$ cat src/rtl/hpu_pkg.sv
// Shared hpu types and constants: debug-controller response codes, the fixed
// debug-memory mailbox addresses and the one-hot requester id used by the arbiter.
package hpu_pkg;

  typedef enum logic [1:0] {
    RSPD_HALT   = 2'd0,
    RSPD_CMD    = 2'd1,
    RSPD_RESUME = 2'd2,
    RSPD_EXCP   = 2'd3
  } rspd_e;

  localparam logic [31:0] DARB_HALT_ADDR   = 32'h0000_0100;
  localparam logic [31:0] DARB_CMD_ADDR    = 32'h0000_0104;
  localparam logic [31:0] DARB_RESUME_ADDR = 32'h0000_0108;
  localparam logic [31:0] DARB_EXCP_ADDR   = 32'h0000_010C;

  localparam int DARB_MAX_PORTS = 8;

  // One-hot requester id; ports above NUM_PORTS stay zero.
  typedef logic [DARB_MAX_PORTS-1:0] darb_port_id_t;

  function automatic logic [31:0] darb_rspd_addr(input rspd_e code);
    case (code)
      RSPD_HALT:   darb_rspd_addr = DARB_HALT_ADDR;
      RSPD_CMD:    darb_rspd_addr = DARB_CMD_ADDR;
      RSPD_RESUME: darb_rspd_addr = DARB_RESUME_ADDR;
      default:     darb_rspd_addr = DARB_EXCP_ADDR;
    endcase
  endfunction

endpackage

$ cat src/rtl/hpu_darb_arb.sv
// NUM_PORTS requester arbiter with a combinational one-hot grant. With rr_en_i set the
// search starts at a rotating pointer, otherwise the lowest index always wins.
module hpu_darb_arb
  import hpu_pkg::*;
#(
  parameter int NUM_PORTS = 2
) (
  input  logic                 clk_i,
  input  logic                 rst_i,
  input  logic                 rr_en_i,
  input  logic [NUM_PORTS-1:0] req_i,
  output logic [NUM_PORTS-1:0] gnt_o
);

  localparam int PTR_W = (NUM_PORTS > 1) ? $clog2(NUM_PORTS) : 1;

  logic [PTR_W-1:0]       ptr_reg, ptr_next;
  logic [PTR_W-1:0]       base;
  logic [2*NUM_PORTS-1:0] dbl_req, dbl_gnt;
  logic [NUM_PORTS-1:0]   rot_req, rot_gnt;

  // Rotate requests so the pointer position sits at bit 0, take the lowest set bit,
  // then rotate the winner back into place.
  always_comb begin
    base    = rr_en_i ? ptr_reg : '0;
    dbl_req = {req_i, req_i} >> base;
    rot_req = dbl_req[NUM_PORTS-1:0];
    rot_gnt = rot_req & (~rot_req + NUM_PORTS'(1));
    dbl_gnt = {rot_gnt, rot_gnt} << base;
    gnt_o   = dbl_gnt[2*NUM_PORTS-1:NUM_PORTS];
  end

  always_comb begin
    ptr_next = ptr_reg;
    for (int i = 0; i < NUM_PORTS; i++) begin
      if (gnt_o[i]) ptr_next = PTR_W'((i + 1) % NUM_PORTS);
    end
  end

  always_ff @(posedge clk_i) begin
    if (rst_i) begin
      ptr_reg <= '0;
    end else if (|gnt_o) begin
      ptr_reg <= ptr_next;
    end
  end

endmodule

$ cat src/rtl/hpu_darb_mp.sv
// Debug-memory arbiter: merges debug-controller responses and NUM_PORTS requesters onto
// the DM port and routes read responses back. HPU_DARB_RR_EN selects round-robin arbitration.
module hpu_darb_mp
  import hpu_pkg::*;
#(
  parameter int NUM_PORTS = 2,
  parameter int ADDR_W    = 32,
  parameter int DATA_W    = 32,
  parameter int RD_LAT    = 1
) (
  input  logic                        clk_i,
  input  logic                        rst_i,
  input  logic                        ctrl_darb__rspd_en_i,
  input  rspd_e                       ctrl_darb__rspd_data_i,
  input  logic [NUM_PORTS-1:0]        req_darb__req_i,
  input  logic [NUM_PORTS-1:0]        req_darb__we_i,
  input  logic [NUM_PORTS*ADDR_W-1:0] req_darb__addr_i,
  input  logic [NUM_PORTS*DATA_W-1:0] req_darb__wdata_i,
  input  logic [NUM_PORTS*DATA_W/8-1:0] req_darb__wstrb_i,
  output logic [NUM_PORTS-1:0]        darb_req__gnt_o,
  output logic [NUM_PORTS-1:0]        darb_req__rvalid_o,
  output logic [DATA_W-1:0]           darb_req__rdata_o,
  output logic                        darb_dm__req_o,
  output logic                        darb_dm__we_o,
  output logic [ADDR_W-1:0]           darb_dm__addr_o,
  output logic [DATA_W-1:0]           darb_dm__wdata_o,
  output logic [DATA_W/8-1:0]         darb_dm__wstrb_o,
  input  logic [DATA_W-1:0]           dm_darb__rdata_i
);

  localparam int STRB_W = DATA_W / 8;

`ifdef HPU_DARB_RR_EN
  localparam logic RR_EN = 1'b1;
`else
  localparam logic RR_EN = 1'b0;
`endif

  logic [ADDR_W-1:0] addr_a  [NUM_PORTS];
  logic [DATA_W-1:0] wdata_a [NUM_PORTS];
  logic [STRB_W-1:0] wstrb_a [NUM_PORTS];

  genvar gi;
  generate
    for (gi = 0; gi < NUM_PORTS; gi++) begin : g_unpack
      assign addr_a[gi]  = req_darb__addr_i[gi*ADDR_W +: ADDR_W];
      assign wdata_a[gi] = req_darb__wdata_i[gi*DATA_W +: DATA_W];
      assign wstrb_a[gi] = req_darb__wstrb_i[gi*STRB_W +: STRB_W];
    end
  endgenerate

  // Requesters only compete when neither reset nor a debug response owns the cycle.
  logic [NUM_PORTS-1:0] arb_req, gnt;
  assign arb_req = req_darb__req_i & {NUM_PORTS{~(rst_i | ctrl_darb__rspd_en_i)}};

  hpu_darb_arb #(.NUM_PORTS(NUM_PORTS)) u_arb (
    .clk_i   (clk_i),
    .rst_i   (rst_i),
    .rr_en_i (RR_EN),
    .req_i   (arb_req),
    .gnt_o   (gnt)
  );

  assign darb_req__gnt_o = gnt;

  logic              sel_we;
  logic [ADDR_W-1:0] sel_addr;
  logic [DATA_W-1:0] sel_wdata;
  logic [STRB_W-1:0] sel_wstrb;

  always_comb begin
    sel_we    = 1'b0;
    sel_addr  = '0;
    sel_wdata = '0;
    sel_wstrb = '0;
    for (int i = 0; i < NUM_PORTS; i++) begin
      if (gnt[i]) begin
        sel_we    = req_darb__we_i[i];
        sel_addr  = addr_a[i];
        sel_wdata = wdata_a[i];
        sel_wstrb = wstrb_a[i];
      end
    end
  end

  logic              req_reg, req_next;
  logic              we_reg, we_next;
  logic [ADDR_W-1:0] addr_reg, addr_next;
  logic [DATA_W-1:0] wdata_reg, wdata_next;
  logic [STRB_W-1:0] wstrb_reg, wstrb_next;
  darb_port_id_t     id_reg, id_next;

  always_comb begin
    req_next   = 1'b0;
    we_next    = 1'b0;
    addr_next  = '0;
    wdata_next = '0;
    wstrb_next = '0;
    id_next    = '0;
    if (ctrl_darb__rspd_en_i) begin
      req_next   = 1'b1;
      we_next    = 1'b1;
      addr_next  = ADDR_W'(darb_rspd_addr(ctrl_darb__rspd_data_i));
      wstrb_next = '1;
    end else if (|gnt) begin
      req_next   = 1'b1;
      we_next    = sel_we;
      addr_next  = sel_addr;
      wdata_next = sel_wdata;
      wstrb_next = sel_wstrb;
      if (!sel_we) id_next[NUM_PORTS-1:0] = gnt;
    end
  end

  always_ff @(posedge clk_i) begin
    if (rst_i) begin
      req_reg   <= 1'b0;
      we_reg    <= 1'b0;
      addr_reg  <= '0;
      wdata_reg <= '0;
      wstrb_reg <= '0;
      id_reg    <= '0;
    end else begin
      req_reg   <= req_next;
      we_reg    <= we_next;
      addr_reg  <= addr_next;
      wdata_reg <= wdata_next;
      wstrb_reg <= wstrb_next;
      id_reg    <= id_next;
    end
  end

  assign darb_dm__req_o   = req_reg;
  assign darb_dm__we_o    = we_reg;
  assign darb_dm__addr_o  = addr_reg;
  assign darb_dm__wdata_o = wdata_reg;
  assign darb_dm__wstrb_o = wstrb_reg;

  // The id travels alongside the DM request, so stage RD_LAT-1 lines up with rdata.
  darb_port_id_t pipe_reg [RD_LAT];

  generate
    for (gi = 0; gi < RD_LAT; gi++) begin : g_pipe
      always_ff @(posedge clk_i) begin
        if (rst_i) begin
          pipe_reg[gi] <= '0;
        end else begin
          pipe_reg[gi] <= (gi == 0) ? id_reg : pipe_reg[(gi == 0) ? 0 : gi-1];
        end
      end
    end
    if (NUM_PORTS < DARB_MAX_PORTS) begin : g_pad
      logic unused_pad;
      assign unused_pad = |pipe_reg[RD_LAT-1][DARB_MAX_PORTS-1:NUM_PORTS];
    end
  endgenerate

  assign darb_req__rvalid_o = pipe_reg[RD_LAT-1][NUM_PORTS-1:0] & {NUM_PORTS{~rst_i}};
  assign darb_req__rdata_o  = dm_darb__rdata_i;

endmodule

$ cat config.mk
export PLATFORM = sky130hd
export DESIGN_NAME = hpu_darb_mp
export DESIGN_NICKNAME = d
export VERILOG_FILES = /design/src/rtl/hpu_pkg.sv /design/src/rtl/hpu_darb_arb.sv /design/src/rtl/hpu_darb_mp.sv
export SDC_FILE = /design/constraint.sdc
export NUM_CORES = 1
export LEC_CHECK = 0
export CORE_AREA = 10 10 114 116
export CTS_CLUSTER_DIAMETER = 60
export DETAILED_ROUTE_END_ITERATION = 10
export DIE_AREA = 0 0 124 126
export HOLD_SLACK_MARGIN = 0.05
export PLACE_DENSITY_LB_ADDON = 0.3
export SYNTH_ARGS = -nofsm -noshare
export SYNTH_HDL_FRONTEND = slang
export SYNTH_SLANG_ARGS = --single-unit
$ cat constraint.sdc
create_clock -name clk_i -period 1.43 [get_ports clk_i]
set_input_delay 0.286 -clock clk_i [delete_from_list [all_inputs] [get_ports clk_i]]
set_output_delay 0.286 -clock clk_i [all_outputs]
set_load 0.005 [all_outputs]
==> summary.md, run 1 <==
| Metric | Value |
|---|---|
| Gr usage total | 0.131 |
| GR Layer Usage met1 | 0.118 |
| Fin. Hold Viols | 0 |
| Synth Flop Type | dfxtp_1 |
| Sequential area share after synthesis | 0.564 |
| Vias/cell | ~4.4 |
| H-Tree Depth | 3 |
| Worst hold endpoint | darb_dm__addr_o[2] |
| Global routing usage on met2 | 0.243 |
| Crit-path max cell delay | approximately 0.32 ns |
| Die W | roughly 120 µm |
| Setup Skew | roughly 0.0023 ns |
| Post-DP HPWL | 8560 µm |
| Worst-path cell chain | clkdlybuf4s15_1, buf_6, nor4b_4, buf_2 |
| NumNets Final | about 600 |
| Initial antenna violation count | 0 |
| CORE AREA | about 11000 µm² |
| # diodes | 0 |
| Vias in the first global route | ~2500 |
| Row count | 38 |
| DRC | 0 |
| DR pass1 iterations | 4 |
| Synth cell types | 18 |
| Height of the chip | approximately 130 µm |
| Worst hold path depth | 2 |
| Total of max-cap violations | 0 |
| Highest-delay cell along the critical path | nor4b_4 |
| Routed wire per std cell | 19.3 µm |
| Synth warn | 0 |
| Status | completed |
| Hold/Removal Path Class | input port to flip-flop |
| Flop2flop setup slack | 0.91 ns |
| Synth Register Bits | 74 |
| Leakage | 2.20 nW |
| PwrDens | 963 nW/µm² |
| Worst Path Buf+Inv | 3 |
| Input/output buffers | 218 |
| Mapped Cells | 222 |
| Final worst path period share | 0.968 |
| Reg2Reg Launch Point | id_reg[0] |
| Async S/R FF share, synth | 0 |
| Via count | 2439 |
| Slew @ Worst Pin | 0.449 ns |
| Synthesized area per cell | 11.8 µm² |
| Fin util | 0.455 |
| Max Root-Sink Buffers | 2 |
| Clk slew on worst S/H paths | around 0.080 ns |
| Required time of the critical path | 1.14 ns |
| Hold wc startpoint | rst_i |
| Pin count of the biggest net entering global routing | 63 |
| EDFF count, synth | 0 |
| Final slew viol count | 0 |
| VDD IR-drop max | 0.000448 V |
| Post-synthesis instance area | 2630 µm² |
| Layout cells sized above 1 | 0.0767 |
| Final Power | 4.68 mW |
| Peak Freq | approximately 0.72 GHz |
| Commonest non-fill, non-tap cell in the layout | clkdlybuf4s50_1 |
| Clk sinks | 74 |
| Layout area overhead | 85.3% |
| Min Clock Period, post-route | between 1 and 1.5 ns |
| Fillers | 1045 |
| Syn_nets | 399 |
| Root buf cell | clkbuf_8 |
| CTS tree | done |
| R2r endpoint | pipe_reg[0][0] |
| Crit start category | input port |
| Met3 global-route usage | 0.0398 |
| Final setup viols | 0 |
| Starting DRT DRC Count | 116 |
| First-pass GRT wire length | 15400 µm |
| CP Max Fanout | 5 |
| Cts bufs inserted | 9 |
| WP data arrival | 1.10 ns |
| Most Crowded Layer GR | met2 |
| Placer Congestion | 0.754 |
| Element type at the critical path end | output port |
| Crit path kind | input port to output port |
| Clk Latency, worst-skew pair | 0.34 ns |
| Starting Density | 0.245 |
| WL final | around 11000 µm |
| Worst Setup SP | req_darb__req_i[0] |
| ANT nets after route | 0 |
| Most frequent cells in the layout | clkdlybuf4s50_1, dfxtp_1, dlygate4sd2_1 |
| Relative slew slack | 0.701 |
| Die area | 15600 µm² |
| GRT overflow | 0 |
| Unrepaired setup endpoints after global routing | false |
| Io pins | 283 |
| Worst r2r path cells | 1 |
| Cell family with most CP delay | buffers and inverters |
==> metrics by stage <==
step	setup TNS (ns)	setup slack, ns	hold slack [ns]	std cells	instance area (µm²)
3_3_place_gp	-38.95	-0.606	0.425	539	4710
4_1_cts	0	0.0210	0.325	557	4860
2_1_floorplan	0	0.00111	0.358	222	2630
6_report	0	0.0464	0.347	557	4870
3_5_place_dp	-42.19	-0.656	0.438	539	4710
5_1_grt	0	0.00959	0.326	557	4870
==> cells in the mapped netlist, types with 2 or more instances <==
cell,instances,share of area
buf_6,7,0.030
dfxtp_1,74,0.56
nand4bb_1,2,0.0086
buf_2,4,0.0076
a21oi_1,14,0.027
inv_1,2,0.0029
nand3b_1,6,0.017
buf_4,32,0.091
clkbuf_1,7,0.010
a22o_1,61,0.20
a221oi_1,2,0.0067
nor2b_1,5,0.012
==> routing by layer <==
layer	vias to the layer above	share of wire
met4	0	0.038
met2	124	0.54
met1	1117	0.32
met3	42	0.10
li1	1156	-
met5	-	0
==> how the worst max path moves through the flow <==
stage / to / slack, ns / cells past startpoint
6_report: darb_req__gnt_o[1] / 0.05 / 4
5_1_grt: darb_req__gnt_o[1] / 0.01 / 4
4_1_cts: darb_req__gnt_o[1] / 0.02 / 4
3_5_place_dp: darb_dm__wdata_o[0] / -0.66 / 5
3_3_place_gp: darb_req__gnt_o[1] / -0.61 / 4
2_1_floorplan: darb_req__gnt_o[1] / 0.001 / 3
==> power by group <==
part | internal [mW] | total (mW) | switching (mW)
logic | 0.519 | 0.724 | 0.205
registers | 2.15 | 2.17 | 0.0192
clock network | 1.03 | 1.79 | 0.767
total | 3.69 | 4.68 | 0.991
==> kinds of logic (layout without fill, tap and decap cells) <==
logic type | after synthesis | count (layout) | synth area share
AO/OA/AOI/OAI | 77 | 77 | 0.237
AND/OR/NAND/NOR | 18 | 18 | 0.0557
flip-flops | 74 | 74 | 0.564
buffers and inverters | 53 | 248 | 0.143
==> repair_timing <==
action	in CTS	in global routing
gates resized for setup	92	1
cloned	0	0
hold buffers	0	0
buffers inserted	2	0
pin swaps	1	1
setup endpoints to repair	137	3
==> area by class of cell <==
class                   instances  area (µm²)  area share
flip-flops and latches         74        1480       0.304
well taps                     140         175      0.0360
inverters                       2        7.51     0.00154
clock inverters                 5        77.6      0.0159
repair buffers                230        2200       0.453
clock buffers                  11         141      0.0290
multi-input cells              95         779       0.160
Note: power is estimated with default switching activity, not from simulation.
==> inputs of run 2 (changes only) <==
- HOLD_SLACK_MARGIN: 0.05 -> not set
- PLACE_DENSITY: not set -> 0.78
- PLACE_DENSITY_LB_ADDON: 0.3 -> not set
==> summary.md, run 2 (synthesized netlist as in run 1, its figures left out) <==
| Metric | Value |
|---|---|
| Routed wire per std cell | 20.0 µm |
| WP data arrival | 1.09 ns |
| Hold_buf cts | 0 |
| NumNets Final | 587 |
| Final Power | 4.78 mW |
| Vias/cell | 4.43 |
| Worst Path Buf+Inv | 2 |
| Crit start category | input port |
| Fin. Hold Viols | 0 |
| Clk sinks | 74 |
| Worst-path cell chain | dlygate4sd2_1, nor3b_4, clkdlybuf4s15_1 |
| Root buf cell | clkbuf_8 |
| Commonest non-fill, non-tap cell in the layout | clkdlybuf4s50_1 |
| DRC | 0 |
| WL final | 11100 µm |
| PwrDens | between 900 and 1000 nW/µm² |
| Setup Skew | 0.00137 ns |
| Row count | 38 |
| Crit-path max cell delay | 0.30 ns |
| Post-DP HPWL | 9030 µm |
| Place WS | -0.660 ns |
| Flop2flop setup slack | 0.91 ns |
| VDD IR-drop max | between 0.0004 and 0.0005 V |
| Input/output buffers | 218 |
| # diodes | 0 |
| Most frequent cells in the layout | clkdlybuf4s50_1, dfxtp_1, dlygate4sd2_1 |
| Total of max-cap violations | 0 |
| Final Cell Area | 4850 µm² |
| Min Clock Period, post-route | 1.38 ns |
| ANT nets after route | 0 |
| Fillers | 1017 |
| Gr usage total | 0.134 |
| Required time of the critical path | between 1 and 1.5 ns |
| Die area | about 16000 µm² |
| Multi-input gate area | 779 µm² |
| Via count | 2459 |
| Final setup viols | 0 |
| Highest-delay cell along the critical path | dlygate4sd2_1 |
| Element type at the critical path end | output port |
| Cell Count, Final, Fillers Out | 555 |
| Height of the chip | 126 µm |
| Placed Cells | 538 |
| Peak Freq | 0.727 GHz |
| Hold slack | 0.334 ns |
| H-Tree Depth | 3 |
| Final slew viol count | 0 |
| CP Max Fanout | 3 |
| Unrepaired setup endpoints after global routing | false |
| Relative slew slack | 0.672 |
| Layout cells sized above 1 | 0.0723 |
| Post-route setup slack | 0.0544 ns |
| Die W | approximately 120 µm |
| Placer Congestion | around 0.8 |
| Register Area | 1480 µm² |
| CTS tree | done |
| Layout area overhead | 84.9% |
| Starting Density | 0.245 |
| Clk slew on worst S/H paths | 0.07 ns |
| Clk Latency, worst-skew pair | 0.35 ns |
| Slew @ Worst Pin | between 0.4 and 0.5 ns |
| Placed instance area | between 4000 and 5000 µm² |
| Cts bufs inserted | 9 |
| Crit path kind | input port to output port |
| Io pins | 283 |
| CORE AREA | 10700 µm² |
| Cell family with most CP delay | buffers and inverters |
| Pin count of the biggest net entering global routing | 63 |
| Final TNS setup | 0 ns |
| GRT overflow | 0 |
| Initial antenna violation count | 0 |
| Final worst path period share | 0.962 |
| Hold/Removal Path Class | input port to flip-flop |
| Leakage | between 2 and 2.5 nW |
| Starting DRT DRC Count | 144 |
| DR pass1 iterations | 4 |
| Fin util | 0.454 |
| Max Root-Sink Buffers | 2 |
| Status | completed |
| Vias in the first global route | roughly 2500 |
| First-pass GRT wire length | roughly 15000 µm |
run 2: cell count changes in the layout (fill, tap and decap cells not counted), sizes merged:
cell	change
dlymetal6s2s	+1
buf	-2
clkinv	-1
clkdlybuf4s15	-1
clkbuf	+1
run 2: layer usage:
layer  up-vias  share of wire  track usage
li1       1149              -            -
met1      1120           0.34        0.125
met2       149           0.50        0.228
met3        41           0.13       0.0626
met4         0          0.039       0.0915
met5         -              0            0
run 2: timing repair:
action                                  in CTS  in global routing
endpoints found under the setup margin     137                 66
resized for setup                           78                  8
setup buffers                                1                  0
pin swaps                                    0                  1
run 2: power by group:
group / switching [mW] / internal (mW)
Sequential: 0.0195 / 2.15
Combinational: 0.209 / 0.513
Clock: 0.768 / 1.12
run 2: final timing paths:
path / endpoint / cells past startpoint / start
setup / recovery: darb_req__gnt_o[0] / 3 / ctrl_darb__rspd_en_i
hold / removal: pipe_reg[0][0] / 3 / rst_i
setup reg to reg: pipe_reg[0][1] / 1 / id_reg[1]
hold reg to reg: pipe_reg[0][0] / 1 / id_reg[0]
run 2: layout make-up:
class / count / area share
timing repair buffer: 228 / 0.448
sequential: 74 / 0.305
multi-input combinational: 95 / 0.161
tap: 140 / 0.0361
clock buffer: 12 / 0.0340
clock inverter: 4 / 0.0149
inverter: 2 / 0.00155
==> inputs of run 3 (changes only) <==
- SLEW_MARGIN: not set -> 10
==> results of run 3 <==
The final DEF is identical to that of run 2; final timing and power are the same.
